File: config.mk
export PLATFORM = sky130hd
export DESIGN_NAME = vend_ctrl_multi
export DESIGN_NICKNAME = d
export VERILOG_FILES = /design/src/rtl/vend_ctrl_multi.sv
export SDC_FILE = /design/constraint.sdc
export NUM_CORES = 1
export LEC_CHECK = 0
export CAP_MARGIN = 5
export CORE_ASPECT_RATIO = 1.1
export CORE_MARGIN = 2
export CORE_UTILIZATION = 54
export CTS_CLUSTER_SIZE = 30
export DETAILED_ROUTE_END_ITERATION = 7
export GPL_TIMING_DRIVEN = 0
export PLACE_DENSITY = 0.87
export REMOVE_ABC_BUFFERS = 1
export SETUP_SLACK_MARGIN = 0.4
export SYNTH_ARGS = -nofsm -noshare
export SYNTH_HDL_FRONTEND = slang
export SYNTH_SLANG_ARGS = --single-unit
File: constraint.sdc
create_clock -name clk -period 6.7 [get_ports clk]
set_input_delay 1.675 -clock clk [delete_from_list [all_inputs] [get_ports clk]]
set_output_delay 1.675 -clock clk [all_outputs]
set_load 0.05 [all_outputs]
File: src/rtl/vend_ctrl_multi.sv
// vend_ctrl_multi: multi-item vending controller.
// Takes front-panel inputs (start, cancel, keypad, coin acceptor, IR drop
// sensor) and drives the motor, LEDs, buzzer, change hopper and fault flag.
// Every output is a register. The state output tracks the state register
// directly; all other outputs reflect the state of the previous cycle.
// Optional build macro: STOCK_COUNT_EN adds per-item stock counters,
// restock ports and a sold_out pulse. Without it, stock is unlimited.

module vend_ctrl_multi #(
    parameter int N_ITEMS       = 8,
    parameter int CREDIT_W      = 8,
    parameter int TIMEOUT_CYC   = 1000,
    parameter int MOTOR_MAX_CYC = 500,
    parameter int BUZZ_CYC      = 4,
    localparam int SEL_W        = $clog2(N_ITEMS)
) (
    input  logic                        clk,
    input  logic                        reset,
    input  logic                        start,
    input  logic                        cancel,
    input  logic                        key_valid,
    input  logic [SEL_W-1:0]            key_code,
    input  logic                        coin_valid,
    input  logic [CREDIT_W-1:0]         coin_value,
    input  logic [N_ITEMS*CREDIT_W-1:0] prices,
    input  logic                        ir_sensor,
    output logic [2:0]                  state,
    output logic                        red_led,
    output logic [2:0]                  green_leds,
    output logic                        motor_en,
    output logic [SEL_W-1:0]            motor_sel,
    output logic                        buzzer,
    output logic                        change_valid,
    output logic [CREDIT_W-1:0]         change_amount,
    output logic                        fault
`ifdef STOCK_COUNT_EN
    ,
    input  logic                        restock,
    input  logic [SEL_W-1:0]            restock_item,
    input  logic [7:0]                  restock_qty,
    output logic                        sold_out
`endif
);

    // state    | meaning
    // IDLE     | waiting for start, red LED on, coins ignored
    // SELECT   | waiting for a valid product key, coins credited
    // PAYMENT  | collecting credit until it covers the selected price
    // DISPENSE | motor running until the IR sensor sees the product drop
    // COMPLETE | buzzer on for BUZZ_CYC cycles, change paid on first cycle
    // REFUND   | single cycle returning any credit
    // FAULT    | motor jam; sticky until reset, credit kept
    typedef enum logic [2:0] {
        IDLE     = 3'd0,
        SELECT   = 3'd1,
        PAYMENT  = 3'd2,
        DISPENSE = 3'd3,
        COMPLETE = 3'd4,
        REFUND   = 3'd5,
        FAULT    = 3'd6
    } state_t;

    localparam int TMR_W = (TIMEOUT_CYC > 1) ? $clog2(TIMEOUT_CYC) : 1;
    localparam int MOT_W = (MOTOR_MAX_CYC > 1) ? $clog2(MOTOR_MAX_CYC) : 1;
    localparam int BUZ_W = (BUZZ_CYC > 1) ? $clog2(BUZZ_CYC) : 1;

    localparam logic [TMR_W-1:0] TMR_LOAD    = TMR_W'(TIMEOUT_CYC - 1);
    localparam logic [MOT_W-1:0] MOT_LOAD    = MOT_W'(MOTOR_MAX_CYC - 1);
    localparam logic [BUZ_W-1:0] BUZ_LOAD    = BUZ_W'(BUZZ_CYC - 1);
    localparam logic [SEL_W:0]   N_ITEMS_EXT = (SEL_W + 1)'(N_ITEMS);

    state_t              st;
    logic [CREDIT_W-1:0] credit;
    logic [SEL_W-1:0]    sel;
    logic [TMR_W-1:0]    idle_tmr;
    logic [MOT_W-1:0]    motor_tmr;
    logic [BUZ_W-1:0]    buzz_tmr;

    logic [CREDIT_W-1:0] price_sel;
    logic [CREDIT_W-1:0] coin_add;
    logic                key_in_range;
    logic                key_take;
    logic                any_event;

    // Adds two credit values, clamping at the all-ones maximum.
    function automatic logic [CREDIT_W-1:0] sat_add(input logic [CREDIT_W-1:0] a,
                                                    input logic [CREDIT_W-1:0] b);
        logic [CREDIT_W:0] s;
        s = {1'b0, a} + {1'b0, b};
        if (s[CREDIT_W])
            sat_add = '1;
        else
            sat_add = s[CREDIT_W-1:0];
    endfunction

    assign state        = st;
    assign price_sel    = prices[int'(sel) * CREDIT_W +: CREDIT_W];
    assign coin_add     = coin_valid ? coin_value : '0;
    assign key_in_range = ({1'b0, key_code} < N_ITEMS_EXT);
    assign any_event    = key_valid || coin_valid;

`ifdef STOCK_COUNT_EN
    logic [7:0] stock [N_ITEMS];
    logic       key_sold_out;
    logic       dispense_done;

    // Adds a restock quantity (saturating at 255) after removing one
    // dispensed unit.
    function automatic logic [7:0] stock_update(input logic [7:0] cur,
                                                input logic       dec,
                                                input logic       add,
                                                input logic [7:0] qty);
        logic [7:0] base;
        logic [8:0] s;
        base = (dec && cur != 8'd0) ? cur - 8'd1 : cur;
        s    = {1'b0, base} + {1'b0, (add ? qty : 8'd0)};
        if (s[8])
            stock_update = 8'hFF;
        else
            stock_update = s[7:0];
    endfunction

    assign key_take      = key_valid && key_in_range && (stock[key_code] != 8'd0);
    assign key_sold_out  = key_valid && key_in_range && (stock[key_code] == 8'd0);
    assign dispense_done = (st == DISPENSE) && ir_sensor;

    // Per-item stock: restock in any state, one unit removed on each drop.
    always_ff @(posedge clk or posedge reset) begin
        if (reset) begin
            for (int i = 0; i < N_ITEMS; i++)
                stock[i] <= 8'd0;
        end else begin
            for (int i = 0; i < N_ITEMS; i++)
                stock[i] <= stock_update(stock[i],
                                         dispense_done && (sel == SEL_W'(i)),
                                         restock && (restock_item == SEL_W'(i)),
                                         restock_qty);
        end
    end
`else
    assign key_take = key_valid && key_in_range;
`endif

    // Main sequencing FSM with credit, timers and registered outputs.
    always_ff @(posedge clk or posedge reset) begin
        if (reset) begin
            st            <= IDLE;
            credit        <= '0;
            sel           <= '0;
            idle_tmr      <= '0;
            motor_tmr     <= '0;
            buzz_tmr      <= '0;
            red_led       <= 1'b1;
            green_leds    <= 3'b000;
            motor_en      <= 1'b0;
            motor_sel     <= '0;
            buzzer        <= 1'b0;
            change_valid  <= 1'b0;
            change_amount <= '0;
            fault         <= 1'b0;
`ifdef STOCK_COUNT_EN
            sold_out      <= 1'b0;
`endif
        end else begin
            red_led      <= 1'b0;
            green_leds   <= 3'b000;
            motor_en     <= 1'b0;
            motor_sel    <= sel;
            buzzer       <= 1'b0;
            change_valid <= 1'b0;
`ifdef STOCK_COUNT_EN
            sold_out     <= 1'b0;
`endif
            case (st)
                IDLE: begin
                    red_led <= 1'b1;
                    if (start) begin
                        st       <= SELECT;
                        idle_tmr <= TMR_LOAD;
                    end
                end

                SELECT: begin
                    green_leds <= 3'b001;
                    credit     <= sat_add(credit, coin_add);
                    if (any_event)
                        idle_tmr <= TMR_LOAD;
                    else if (idle_tmr != '0)
                        idle_tmr <= idle_tmr - 1'b1;
                    if (cancel) begin
                        st <= REFUND;
                    end else if (key_take) begin
                        sel      <= key_code;
                        st       <= PAYMENT;
                        idle_tmr <= TMR_LOAD;
                    end else if (!any_event && idle_tmr == '0) begin
                        st <= REFUND;
                    end
`ifdef STOCK_COUNT_EN
                    if (!cancel && key_sold_out)
                        sold_out <= 1'b1;
`endif
                end

                PAYMENT: begin
                    green_leds <= 3'b011;
                    if (any_event)
                        idle_tmr <= TMR_LOAD;
                    else if (idle_tmr != '0)
                        idle_tmr <= idle_tmr - 1'b1;
                    if (cancel) begin
                        credit <= sat_add(credit, coin_add);
                        st     <= REFUND;
                    end else if (credit >= price_sel) begin
                        // A coin landing on the purchase cycle stays as credit.
                        credit    <= sat_add(credit - price_sel, coin_add);
                        motor_tmr <= MOT_LOAD;
                        st        <= DISPENSE;
                    end else begin
                        credit <= sat_add(credit, coin_add);
                        if (key_take)
                            sel <= key_code;
                        else if (!any_event && idle_tmr == '0)
                            st <= REFUND;
`ifdef STOCK_COUNT_EN
                        if (key_sold_out)
                            sold_out <= 1'b1;
`endif
                    end
                end

                DISPENSE: begin
                    motor_en   <= 1'b1;
                    green_leds <= 3'b111;
                    if (ir_sensor) begin
                        buzz_tmr <= BUZ_LOAD;
                        st       <= COMPLETE;
                    end else if (motor_tmr == '0) begin
                        st <= FAULT;
                    end else begin
                        motor_tmr <= motor_tmr - 1'b1;
                    end
                end

                COMPLETE: begin
                    buzzer     <= 1'b1;
                    green_leds <= 3'b111;
                    if (buzz_tmr == BUZ_LOAD && credit != '0) begin
                        change_valid  <= 1'b1;
                        change_amount <= credit;
                    end
                    credit <= '0;
                    if (buzz_tmr == '0)
                        st <= IDLE;
                    else
                        buzz_tmr <= buzz_tmr - 1'b1;
                end

                REFUND: begin
                    if (credit != '0) begin
                        change_valid  <= 1'b1;
                        change_amount <= credit;
                    end
                    credit <= '0;
                    st     <= IDLE;
                end

                FAULT: begin
                    fault   <= 1'b1;
                    red_led <= 1'b1;
                end

                default: begin
                    st <= IDLE;
                end
            endcase
        end
    end

endmodule

==> results.py <==
metrics = {
    "critical_path": {
        "crit_fanout": 8,
        "cp-start-kind": "input port",
        "cp.required_ps": 6890,
        "r2r_cells": 15,
        "r2r-start": "sel[0]",
        "path_class": "input port to register",
        "r2r_setup_slack_ps": 1780,
        "cp.arrival_ps": 5770,
        "r2r-end": "credit[6]",
        "crit_path_end_kind": "register",
    },
    "yosys": {
        "synth_ff_type": "dfrtp_1",
        "synth_top_area_cell": "dfrtp_1",
        "synth-edff-count": 0,
        "synth_warnings": 0,
        "synth_top_area_share_pct": 31.9,
        "synth_cell_types": 59,
        "synth_common_cells": "dfrtp_1 (53), nand2_1 (37), o21ai_0 (35)",
        "synth_area_um2": 4160,
        "synthTopCellsByArea": "dfrtp_1 (32%), mux4_2 (8.7%), ha_1 (8.4%)",
        "synth_seq_area_share_pct": 32.5,
        "ys_ff_latch": 54,
        "yosysMostFrequentCell": "dfrtp_1",
        "syn_avg_cell_area_um2": 9.54,
        "syn_inst": 436,
        "synthArstFlopShare_pct": 100,
    },
    "sta": {
        "rsz0062_at_grt": "no",
        "period_share_pct": 83.3,
        "maxSlewHeadroom_pct": 35.3,
        "maxSlewViolCount": 0,
        "finalSetupViolations": 0,
        "min_period_ps": 5580,
        "tns_ps": 0,
        "worst_pin_slew_ps": 971,
        "fmax_mhz": 179,
        "fin_skew_ps": 5.69,
        "finalWorstSetupSlack_ps": 1120,
        "finalHoldViolCount": 0,
    },
    "drt": {
        "drc_errors": 0,
        "routed_via_density": 5.85,
        "initialDrtViolationCount": 308,
        "firstDrtPassIters": 6,
        "avgRoutedWirePerCell_um": 16.8,
        "ant_nets": 0,
        "wl_mm": 10.7,
        "vias": 3740,
    },
    "clock_network": {
        "cts_tree": "built",
        "cts_root_buffer": "clkbuf_8",
        "numCtsBuffers": 5,
        "cts_sinks": 54,
        "cts_resized": 0,
        "cts-hold-fix-buffers": 0,
        "clockBufferDepth": 2,
        "clk_pin_slew_ps": 90,
        "post_cts_buffers": 0,
        "clock_latency_ps": 310,
        "htree_levels": 2,
    },
    "status": {
        "status": "finished clean",
    },
    "floorplanning": {
        "io-pin-count": 104,
        "die_x_um": 87.7,
        "dieArea_um2": 8420,
        "start_util_pct": 55.7,
        "die_h_um": 96.0,
        "row_count": 33,
        "core_area_um2": 7470,
    },
    "placement": {
        "place_inst": 631,
        "place_ws_ps": 861,
        "placed_cell_area_um2": 5270,
        "portBuffers": 103,
        "gp_congestion": 0.909,
        "hpwl_mm": 8.47,
    },
    "layout": {
        "nets": 646,
        "num_antenna_cells": 0,
        "area_growth_pct": 28.9,
        "drive_above_1_share_pct": 8.99,
        "instances_no_fill": 639,
        "fin_util_pct": 71.8,
        "finalInstanceArea_um2": 5360,
    },
    "pwr": {
        "p_per_area_nw_per_um2": 549,
        "ir_worst_vdd_mv": 0.400,
        "p_leak_nw": 2.22,
    },
    "global_route": {
        "grt_first_pass_wirelength_mm": 17.6,
        "antenna_found_initial": 0,
        "grt_pass1_vias": 3793,
        "grt_max_degree": 35,
        "grt.total_usage_pct": 26.8,
        "overflow": 0,
    },
    "run": {
        "cap_violations": 0,
    },
    "hold_path": {
        "min_from": "fault",
        "hold_class": "register to register",
        "min_to": "fault",
        "min_path_cells": 1,
    },
}
[power breakdown]
group | internal [mW] | leakage (nW) | total (mW) | switching [mW]
clock | 0.0836 | 0.0482 | 0.186 | 0.103
sequential | 0.454 | 0.627 | 0.671 | 0.217
combinational | 0.947 | 1.54 | 2.09 | 1.14
total | 1.48 | 2.22 | 2.94 | 1.46
[critical path, cell delays in order]
cell and delay (ps):
clkdlybuf4s50_1 410, mux4_2 460, mux2_2 290, ha_1 210
fa_1 390, nand2b_1 200, a21oi_4 180, xor2_1 200
ha_1 290, o21a_1 120, o31a_1 110, o21ai_0 230
a21oi_1 130, or4_4 510, o221ai_1 240, nand3_1 100
[cell families after synthesis]
| logic type | after synthesis | synth area share, % |
|---|---|---|
| mux | 35 | 13.6 |
| compound gates | 109 | 17.1 |
| buf+inv | 36 | 3.67 |
| simple gates | 149 | 18.6 |
| flops | 54 | 32.5 |
| xor+xnor | 22 | 4.63 |
| fa+ha+maj | 31 | 9.87 |
[routing by layer]
layer / share of wire, % / GRT usage (%) / vias up
met1: 40 / 33.6 / 1756
met5: 0 / 0 / -
met3: 7.7 / 5.57 / 25
li1: - / - / 1793
met2: 50 / 45.5 / 166
met4: 3.0 / 10.1 / 0
[per-stage QoR]
stage                     hold WS, ps  power, mW
after global routing              495       3.19
after floorplan                   449       2.19
after global placement            444       2.67
final                             480       2.94
after CTS                         488       2.93
after detailed placement          467       2.74
[flip-flops by register name (all words and copies together), names as in the netlist]
| register | count |
|---|---|
| buzz_tmr | 2 |
| buzzer | 1 |
| change_amount | 8 |
| change_valid | 1 |
| credit | 8 |
| fault | 1 |
| green_leds | 3 |
| idle_tmr | 10 |
| motor_en | 1 |
| motor_sel | 3 |
| motor_tmr | 9 |
| red_led | 1 |
| sel | 3 |
| state | 3 |
[cells in the final DEF, fill, tap and decap left out, drive strengths merged, types with 3 or more instances in the layout]
master,n
clkdlybuf4s50,103
dfrtp,53
o21ai,38
nand2,37
ha,28
nor2,27
inv,22
a21oi,20
xnor2,17
nor3,17
mux4,16
nor2b,14
mux2,12
and2,12
nand2b,9
nand3,8
a31oi,8
a21o,8
mux2i,7
clkbuf,7
o221ai,6
o21a,6
xor2,5
nand3b,4
or3,4
nor4,3
o31a,3
o22ai,3
fa,3
or4,3
[final cells by class]
| class | count | area, um2 |
|---|---|---|
| clock buffers | 7 | 86.3 |
| clock inverters | 1 | 5.00 |
| repair buffers | 104 | 1050 |
| inverters | 22 | 82.6 |
| flip-flops and latches | 54 | 1350 |
| fillers | 533 | 2110 |
| well taps | 105 | 131 |
| multi-input cells | 346 | 2650 |
[worst max path at each step]
stage | from | to | slack, ps | depth (start not counted)
finish | prices[56] | credit[6] | 1120 | 16
CTS | prices[56] | credit[3] | 1180 | 16
floorplan | prices[56] | credit[2] | 1640 | 15
detailed placement | prices[56] | credit[3] | 860 | 16
global placement | prices[24] | credit[5] | 950 | 16
global route | prices[56] | credit[3] | 890 | 16
Power figures use the tool's default switching activity.
